===== src/rtl/sdram_port_arbiter.sv =====
// sdram_port_arbiter: shares SDRAM channel ch0 between NCLI req/ack clients and issues keep-alive double reads.
// Define SDRAM_ARB_RR_EN for round-robin arbitration; the default is fixed priority, lowest index first.
module sdram_port_arbiter #(
  parameter int NCLI = 3,
  parameter int REFRESH_CYCLES = 1024,
  parameter logic [24:0] KA_ADDR = 25'h0000000
) (
  input  logic              clk,
  input  logic              reset,
  input  logic [NCLI-1:0]   cli_req,
  input  logic [NCLI-1:0]   cli_we,
  input  logic [25*NCLI-1:0] cli_addr,
  input  logic [16*NCLI-1:0] cli_din,
  output logic [NCLI-1:0]   cli_ack,
  output logic [15:0]       cli_dout,
  output logic [24:0]       mem_addr,
  output logic              mem_rd,
  output logic              mem_wr,
  output logic [15:0]       mem_din,
  input  logic [15:0]       mem_dout,
  input  logic              mem_busy
);
  localparam int KW = $clog2(REFRESH_CYCLES);
  localparam logic [KW-1:0] KA_MAX = KW'(REFRESH_CYCLES - 1);
  localparam logic [1:0] IDLE = 2'd0, ISSUE = 2'd1, WAITD = 2'd2, GAP = 2'd3;
  logic [1:0] state, owner, gnt_idx;
  logic owner_cli, cur_we, ka_phase, last_rd_valid, gnt_any, sel_we;
  logic [KW-1:0] ka_cnt;
  logic [24:1] last_rd_addr;
  logic [24:0] sel_addr;
  logic [15:0] sel_din;
  logic ka_pending, done, refreshed, ka_clear, grant;
  assign ka_pending = ka_cnt == KA_MAX;
  assign done = state == WAITD && !mem_busy;
  assign refreshed = done && owner_cli && !cur_we && last_rd_valid && last_rd_addr == mem_addr[24:1];
  assign ka_clear = refreshed || (done && !owner_cli && ka_phase);
  assign grant = state == IDLE && !mem_busy && !ka_pending && gnt_any;
`ifdef SDRAM_ARB_RR_EN
  logic [1:0] rr_ptr;
  logic [2*NCLI-1:0] rot;
  always_comb begin
    rot = {cli_req, cli_req} >> rr_ptr;
    gnt_any = 1'b0;
    gnt_idx = '0;
    for (int i = NCLI-1; i >= 0; i--) begin
      if (rot[i]) begin
        gnt_any = 1'b1;
        gnt_idx = 2'((int'(rr_ptr) + i) % NCLI);
      end
    end
  end
  // rr_ptr holds the index searched first, i.e. the one after the last client granted
  always_ff @(posedge clk) begin
    if (reset) rr_ptr <= '0;
    else if (grant) rr_ptr <= (gnt_idx == 2'(NCLI-1)) ? 2'd0 : gnt_idx + 2'd1;
  end
`else
  always_comb begin
    gnt_any = 1'b0;
    gnt_idx = '0;
    for (int i = NCLI-1; i >= 0; i--) begin
      if (cli_req[i]) begin
        gnt_any = 1'b1;
        gnt_idx = 2'(i);
      end
    end
  end
`endif
  always_comb begin
    sel_addr = '0;
    sel_din = '0;
    sel_we = 1'b0;
    for (int i = 0; i < NCLI; i++) begin
      if (gnt_idx == 2'(i)) begin
        sel_addr = cli_addr[25*i +: 25];
        sel_din = cli_din[16*i +: 16];
        sel_we = cli_we[i];
      end
    end
  end
  always_ff @(posedge clk) begin
    if (reset) begin
      state <= IDLE;
      owner <= '0;
      owner_cli <= 1'b0;
      cur_we <= 1'b0;
      cli_ack <= '0;
      cli_dout <= '0;
      mem_addr <= '0;
      mem_din <= '0;
      mem_rd <= 1'b0;
      mem_wr <= 1'b0;
      ka_cnt <= '0;
      ka_phase <= 1'b0;
      last_rd_addr <= '0;
      last_rd_valid <= 1'b0;
    end else begin
      cli_ack <= '0;
      ka_cnt <= ka_clear ? '0 : ka_pending ? ka_cnt : ka_cnt + KW'(1);
      case (state)
        IDLE: if (!mem_busy && (ka_pending || gnt_any)) begin
          state <= ISSUE;
          owner <= gnt_idx;
          owner_cli <= !ka_pending;
          cur_we <= !ka_pending && sel_we;
          mem_addr <= ka_pending ? KA_ADDR : sel_addr;
          mem_din <= ka_pending ? 16'h0000 : sel_din;
          mem_rd <= ka_pending || !sel_we;
          mem_wr <= !ka_pending && sel_we;
        end
        ISSUE: if (mem_busy) state <= WAITD;
        WAITD: if (!mem_busy) begin
          state <= GAP;
          mem_rd <= 1'b0;
          mem_wr <= 1'b0;
          last_rd_valid <= !cur_we;
          if (!cur_we) last_rd_addr <= mem_addr[24:1];
          if (!owner_cli) ka_phase <= !ka_phase;
          if (owner_cli) begin
            cli_dout <= mem_dout;
            cli_ack <= NCLI'(1) << owner;
          end
        end
        default: state <= IDLE;
      endcase
    end
  end
endmodule


===== config.mk =====
export PLATFORM = sky130hd
export DESIGN_NAME = sdram_port_arbiter
export DESIGN_NICKNAME = d
export VERILOG_FILES = /design/src/rtl/sdram_port_arbiter.sv
export SDC_FILE = /design/constraint.sdc
export NUM_CORES = 1
export LEC_CHECK = 0
export CORE_UTILIZATION = 46
export CTS_CLUSTER_DIAMETER = 50
export DETAILED_ROUTE_END_ITERATION = 7
export PLACE_DENSITY = 0.9
export RECOVER_POWER = 100
export SETUP_SLACK_MARGIN = 0.1
export SYNTH_ARGS = -nofsm -noshare
export SYNTH_HDL_FRONTEND = slang
export SYNTH_SLANG_ARGS = --single-unit

===== constraint.sdc =====
create_clock -name clk -period 4.56 [get_ports clk]
set_input_delay 0.912 -clock clk [delete_from_list [all_inputs] [get_ports clk]]
set_output_delay 0.912 -clock clk [all_outputs]
set_load 0.02 [all_outputs]

# ---- Word-level counts from Yosys, hierarchy flattened
# Cells that the tools add are included.
dict set report op_classes {
  n_addsub 1
  eq_ne 9
  shift 1
  muxes 26
  n_bitwise 4
  reduce_logical 30
}
# op count
set ops {}
lappend ops {{$mux W25} 4}
lappend ops {{$mux W16} 4}
lappend ops {{$eq A24 B24 Y1} 1}
lappend ops {{$reduce_and A3 Y1} 5}
lappend ops {{$mux W2} 6}
lappend ops {{$add A10 B1 Y10 const B} 1}
lappend ops {{$eq A10 B10 Y1 const B} 1}
lappend ops {{$logic_and A1 B1 Y1} 9}
lappend ops {{$mux W1} 9}
lappend ops {{$logic_not A1 Y1} 6}
lappend ops {{$pmux W2 S3} 1}
lappend ops {{$eq A2 B1 Y1 const B} 2}
lappend ops {{$eq A2 B2 Y1 const B} 2}
lappend ops {{$logic_not A2 Y1} 2}
lappend ops {{$ne A2 B2 Y1 const B} 2}
lappend ops {{$not A1 Y1} 4}
lappend ops {{$pmux W1 S2} 2}
lappend ops {{$reduce_and A2 Y1} 2}
lappend ops {{$reduce_or A4 Y1} 1}
lappend ops {{$logic_or A1 B1 Y1} 3}
lappend ops {{$shl A1 B2 Y3 const A} 1}
lappend ops {{$ne A2 B1 Y1 const B} 1}
lappend ops {{$reduce_bool A2 Y1} 1}
lappend ops {{$reduce_or A2 Y1} 1}
dict set report word_totals {
  reg_bits 104
  in_bits 148
  output_inout_bits 62
  elab_cells 85
}

# ---- Longest topological paths before layout
# Gate-level depths: netlist of the first run.
dict set report depth {
  ltp_word 11
  depth_mapped 8
  depth_no_buf 7
}

# ---- Worst setup path before layout of the first run
# No wires, ideal clock.
dict set report synth_path {
  path_kind {input to register}
  start {input port cli_req[1]}
  end {register mem_addr[0]}
  setup_time_ps 71
  t_arrival_ps 2073
  required_time_ps 4489
  setup_slack_ps 2416
  cell_stages 6
  path_buffers 2
  path_cell_list {or3_1 > o21ai_2 > nor2b_1 > buf_2 > buf_6 > o2bb2ai_1}
}
dict set report synth_via {
  elab_chain_len 7
  elab_cells_between_ends 14
  cone_classes {eq/ne: 2; mux: 8; reduce/logical: 4}
}
# element line
set synth_lines {}
lappend synth_lines {{start: declaration} 10} ;# input logic [NCLI-1:0] cli_req,
lappend synth_lines {{$mux W2 (2 in series)} 62} ;# if (cli_req[i]) begin
lappend synth_lines {{$logic_not A2 Y1} 74} ;# if (gnt_idx == 2'(i)) begin
lappend synth_lines {{$mux W25 (3 in series)} 74}
lappend synth_lines {{$mux W25} 106} ;# mem_addr <= ka_pending ? KA_ADDR : sel_addr;
lappend synth_lines {{end signal: assignment} 106}
lappend synth_lines {{end: declaration} 16} ;# output logic [24:0] mem_addr,
# Parallel ways exist; a longest one is shown, timed or not.
# A chain may end at the register's enable or synchronous reset.

# ---- Worst setup path in the final report of the first run
dict set report layout_path {
  start {input port cli_req[0]}
  end {register mem_addr[4]}
}
dict set report layout_via {
  elab_chain_len 6
  elab_cells_between_ends 12
  cone_classes {eq/ne: 2; mux: 6; reduce/logical: 4}
}
# element line
set layout_lines {}
lappend layout_lines {{$mux W2} 62}
lappend layout_lines {{$logic_not A2 Y1} 74}
lappend layout_lines {{$mux W25 (3 in series)} 74}
lappend layout_lines {{$mux W25} 106}
# Parallel ways exist; a longest one is shown, timed or not.

==> out/qor.csv, run 1 <==
metric,value,unit
crit share post-route,0.752,
placed cells,871,
violated checks,"max-capacitance violations, max-slew violations",
Clock Sinks,104,
Port Buffers,209,
Setup-failing EPs final,0,
Detailed Routing Iterations Pass 1,5,
"commonest non-fill, non-tap cells in the layout","clkdlybuf4s50_1, dfxtp_1, a21oi_1",
Core Rows,37,
CORE AREA,10300,sq um
DRT antenna net count,0,
critical path launch point type,input port,
fin cells,887,
Worst Hold Class,reg2reg,
Critical Path Fanout Max,33,
Final Skew,0.00893,ns
r2r endpoint,ka_cnt[3],
Hold Crit Depth,2,
clk_lat worst skew,0.37,ns
H-tree depth,3,
"commonest non-fill, non-tap cell in the layout",clkdlybuf4s50_1,
status,"finished, violations left",
# resized after CTS,0,
Fin Setup TNS,0,ns
Yosys cell types,41,
Worst EP arrival,3.69,ns
R2R setup slack,1.71,ns
Slew HR,-0.0945,
Post-Synthesis Net Count,716,
hold endpoint,cli_dout[8],
Vias per Instance,5.31,
number of global-route vias before repair,4726,
Worst R2R Start,state[0],
Post-Route WL,13.6,mm
final hold vios,0,
RSZ-0062 raised after global routing,false,
syn_area_per_cell,8.59,sq um
setup bufs post-CTS,0,
clock buffer depth,2,
"Hold-fix buffers, CTS",0,
"CTS clk-pin slew, worst paths",0.10,ns
Slew Limit Fails,36,
die area,10900,sq um
Pwr Density,338,nW/um^2
GRT Util Overall,0.251,
WHS,0.461,ns
Seq cells post-synth,104,
fin crit period,3.43,ns
Initial Utilization,0.471,
number of synthesized flops with an enable pin,0,
HPWL after detailed placement,9.80,mm
"Cell Area, Placed",6960,sq um
wire length per cell,15.4,microns
diode count,0,
slew of the pin with the lowest slew margin,1.64,ns
GRT overflow,0,
WS Path Type,in2reg,
share of layout cells above drive strength 1,0.0346,
Die Y,105,microns
post-route cell area,7150,sq um
asr flop ratio synth,0,
leading register cell type out of synthesis,dfxtp_1,
Filler cells,799,
# DRC,0,
pin count of the biggest net entering global routing,84,
critical path capture point type,flop,
worst vdd ir,0.182,mV
first-pass GRT wire length,22.1,mm
Fmax achieved,0.292,GHz
FF-to-FF path depth,7,
# IOs,210,
CTS buffer count,9,
Synth Instances,563,
cell area after synthesis,4840,sq um
WP data required,4.82,ns
final core utilization,0.696,
Synthesis Warnings,0,
Area Overhead vs Synth,47.9,%
nets,899,
Max Cap Violations,2,
register area share after synthesis,0.431,
DRT iter0 DRCs,276,
worst hold start,cli_dout[8],
die width,105,microns
initial antenna violation count,0,
Via Count,4714,
Leak,2.83,nW
CTS tree,done,
gpl congestion,0.823,
CTS Root Cell,clkbuf_8,
==> cells in the mapped netlist (2+ instances only) <==
| library cell | number | area, sq um |
|---|---|---|
| nor3_1 | 4 | 20.0 |
| ha_1 | 5 | 62.6 |
| or3_1 | 2 | 12.5 |
| dfxtp_1 | 104 | 2080 |
| a211oi_1 | 2 | 15.0 |
| nand2_1 | 88 | 330 |
| xnor2_1 | 4 | 35.0 |
| a21oi_1 | 93 | 465 |
| nor3b_1 | 2 | 15.0 |
| a31oi_1 | 4 | 25.0 |
| inv_1 | 2 | 7.51 |
| buf_2 | 8 | 40.0 |
| xor2_1 | 23 | 201 |
| o2bb2ai_1 | 41 | 359 |
| mux2i_1 | 46 | 460 |
| nand4b_1 | 2 | 17.5 |
| nand4_1 | 3 | 18.8 |
| buf_1 | 3 | 11.3 |
| clkbuf_1 | 24 | 90.1 |
| nor2b_1 | 4 | 25.0 |
| buf_6 | 4 | 45.0 |
| and4_1 | 2 | 17.5 |
| nand3_1 | 5 | 25.0 |
| nand2b_1 | 5 | 31.3 |
| nor4_1 | 6 | 37.5 |
| nor2_1 | 59 | 221 |
| nor4b_1 | 2 | 17.5 |
| and3_1 | 3 | 18.8 |
==> stage by stage <==
stage,total power (W),setup slack [ns]
after floorplan,0.00150,2.42
after global placement,0.00183,1.33
after detailed placement,0.00186,1.20
after CTS,0.00245,1.55
after global routing,0.00254,0.953
final,0.00242,1.13
==> layer usage <==
metal,up-vias,track usage,part of all wire
li1,2340,-,-
met3,30,0.0505,0.054
met2,166,0.450,0.51
met5,-,0,0
met4,0,0.0939,0.022
met1,2178,0.293,0.41
==> sequential cells by signal (all words and copies together) (netlist names), 2 cells and up <==
register      count
ka_cnt           10
mem_addr         25
state             2
owner             2
last_rd_addr     24
mem_din          16
cli_dout         16
cli_ack           3
==> cells by family after synthesis <==
kind of cell	Yosys count	share of synthesized area
xor gates and xnor gates	27	0.0489
buffers and inverters	42	0.0417
and+or+nand+nor	192	0.178
DFF	104	0.431
muxes	46	0.0952
AOI/OAI and AO/OA	147	0.192
adders and majority gates	5	0.0129
==> worst max-delay path: stages <==
cell and delay [ns]:
dlygate4sd3_1 0.62, nor2b_1 1.17, buf_12 0.34, mux2i_1 0.29, nor2_1 0.06, a21oi_1 0.17
o2bb2ai_1 0.09
==> how the worst max path moves through the flow <==
stage,start,to,slack (ns),cells after the start
2_1_floorplan,cli_req[1],mem_addr[0],2.42,6
3_3_place_gp,cli_req[0],mem_din[11],1.33,5
3_5_place_dp,mem_busy,ka_cnt[3],1.20,6
4_1_cts,mem_busy,ka_cnt[3],1.55,6
5_1_grt,mem_busy,ka_cnt[3],0.95,6
6_report,cli_req[0],mem_addr[4],1.13,7
==> where the power goes <==
part / total (W) / internal [W] / switching, W / leakage, nW
sequential: 0.00109 / 0.00100 / 0.0000867 / 0.845
clock: 0.000607 / 0.000277 / 0.000330 / 0.101
combinational: 0.000725 / 0.000351 / 0.000373 / 1.88
total: 0.00242 / 0.00163 / 0.000790 / 2.83
==> layout make-up <==
cell class,count,area (sq um),share of cell area
multi-input cells,417,2560,0.358
clock inverters,6,73.8,0.0103
well taps,136,170,0.0238
repair buffers,212,2120,0.297
flip-flops and latches,104,2080,0.291
inverters,2,7.51,0.00105
clock buffers,10,138,0.0192
Power figures use the tool's default switching activity.
==> inputs of run 2 (changes only) <==
Settings changed: CORE_UTILIZATION 46 to 38, PLACE_DENSITY 0.9 to 0.8.
Clock period 4.56 ns to 3 ns, I/O delays scaled along.
==> run 2 against run 1 <==
The flow now finishes without violations; combinational power increased by 53%; first-iteration DRC count decreased by 17%; non-clock buffer count increased by 8; sequential share of layout area decreased by 0.75 points; count of clock-buffer cells in the layout increased by 2; largest cell class unchanged; highest routed layer unchanged.
==> out/qor.csv, run 2 (synthesized netlist as in run 1, its figures left out) <==
metric,value,unit
max FFs per register,25,
Initial Utilization,0.396,
Setup-failing EPs final,0,
Via Count,4690,
GRT Util Overall,0.213,
H-tree depth,3,
top cell family by delay on the critical path,buffers and inverters,
status,"finished, final reports clean",
CTS Root Cell,clkbuf_16,
first-pass GRT wire length,22.1,mm
pin count of the biggest net entering global routing,84,
DRT iter0 DRCs,230,
post-route cell area,7340,sq um
Largest regs,"mem_addr: 25 flops, last_rd_addr: 24 flops",
Final Skew,0.00631,ns
Worst Hold Class,reg2reg,
Fin Setup TNS,0,ns
worst path bufs/invs,2,
WS Path Type,in2reg,
Fmax achieved,0.389,GHz
DRT antenna net count,0,
critical path launch point type,input port,
Critical Path Max Stage Delay,0.62,ns
"commonest non-fill, non-tap cells in the layout","clkdlybuf4s50_1, dfxtp_1, a21oi_1",
# resized after CTS,0,
DR top layer,met4,
"CTS clk-pin slew, worst paths",0.07,ns
number of global-route vias before repair,4695,
GRT overflow,0,
CP Cell Sequence,dlygate4sd3_1 -> or3_1 -> o21ai_2 -> nor2b_1 -> clkbuf_2 -> o2bb2ai_1,
"commonest non-fill, non-tap cell in the layout",clkdlybuf4s50_1,
WP data required,3.26,ns
R2R setup slack,0.70,ns
final hold vios,0,
Port Buffers,209,
clock buffer depth,2,
Core Rows,40,
placed cells,911,
# DRC,0,
"Hold-fix buffers, CTS",0,
Slew HR,0.281,
Worst EP arrival,2.82,ns
Max Cap Violations,0,
Leak,2.91,nW
die area,13200,sq um
"Cell Area, Placed",7070,sq um
Slew Limit Fails,0,
clk_lat worst skew,0.34,ns
worst vdd ir,0.267,mV
met3 routed WL,885,microns
CORE AREA,12200,sq um
crit share post-route,0.856,
Filler cells,1063,
# IOs,210,
share of layout cells above drive strength 1,0.0408,
Reg with most FFs,mem_addr,
RSZ-0062 raised after global routing,false,
Vias per Instance,5.06,
nets,907,
CP max stage cell,dlygate4sd3_1,
fin crit period,2.57,ns
wire length per cell,15.0,microns
Setup WS pre-CTS,0.370,ns
Die Y,115,microns
fin cells,927,
WL met1,5.46,mm
HPWL after detailed placement,10.5,mm
Clock Sinks,104,
die width,115,microns
diode count,0,
slew of the pin with the lowest slew margin,1.08,ns
Area Overhead vs Synth,51.9,%
CTS tree,done,
Detailed Routing Iterations Pass 1,4,
critical path capture point type,flop,
Post-Route WL,13.9,mm
Pwr Density,538,nW/um^2
Critical Path Fanout Max,24,
CTS buffer count,9,
DR WL met2,7.14,mm
gpl congestion,0.791,
min setup slack post-route,0.431,ns
initial antenna violation count,0,
setup bufs post-CTS,0,
[run 2: worst reg2reg max path: stages, from the launching register on]
cell and delay, ns:
dfxtp_1 0.40, ha_1 0.42, and4_1 0.40, o21ai_2 0.14, nor2b_1 0.18, clkbuf_2 0.37, o2bb2ai_1 0.25
[run 2: path summary, 6_finish.rpt]
kind | from | endpoint | depth (start not counted)
setup reg to reg | ka_cnt[1] | mem_din[2] | 6
hold / removal | cli_dout[9] | cli_dout[9] | 2
setup / recovery | cli_req[0] | mem_din[2] | 6
hold reg to reg | cli_dout[9] | cli_dout[9] | 2
[run 2: layer usage]
| metal | global-route usage | vias to the layer above |
|---|---|---|
| li1 | - | 2357 |
| met5 | 0 | - |
| met1 | 0.232 | 2147 |
| met4 | 0.101 | 0 |
| met2 | 0.392 | 151 |
| met3 | 0.0469 | 35 |
[run 2: area by class of cell]
class	count	area [sq um]	area share
clock buffer	12	256	0.0349
clock inverter	4	51.3	0.00698
inverter	2	7.51	0.00102
multi-input combinational	417	2550	0.348
sequential	104	2080	0.283
tap	168	210	0.0286
timing repair buffer	220	2180	0.297
[run 2: per-stage QoR]
stage	hold slack, ns	utilization	power, W
2_1_floorplan	0.436	-	0.00228
3_3_place_gp	0.443	0.579	0.00281
3_5_place_dp	0.449	0.579	0.00284
4_1_cts	0.459	0.604	0.00404
5_1_grt	0.473	0.601	0.00415
6_report	0.451	0.601	0.00395
[run 2: report_power, final]
| group | total [W] | switching, W | leakage (nW) | internal, W |
|---|---|---|---|---|
| registers | 0.00165 | 0.000131 | 0.845 | 0.00152 |
| clock network | 0.00119 | 0.000496 | 0.149 | 0.000694 |
| logic | 0.00111 | 0.000565 | 1.91 | 0.000541 |
| total | 0.00395 | 0.00119 | 2.91 | 0.00276 |
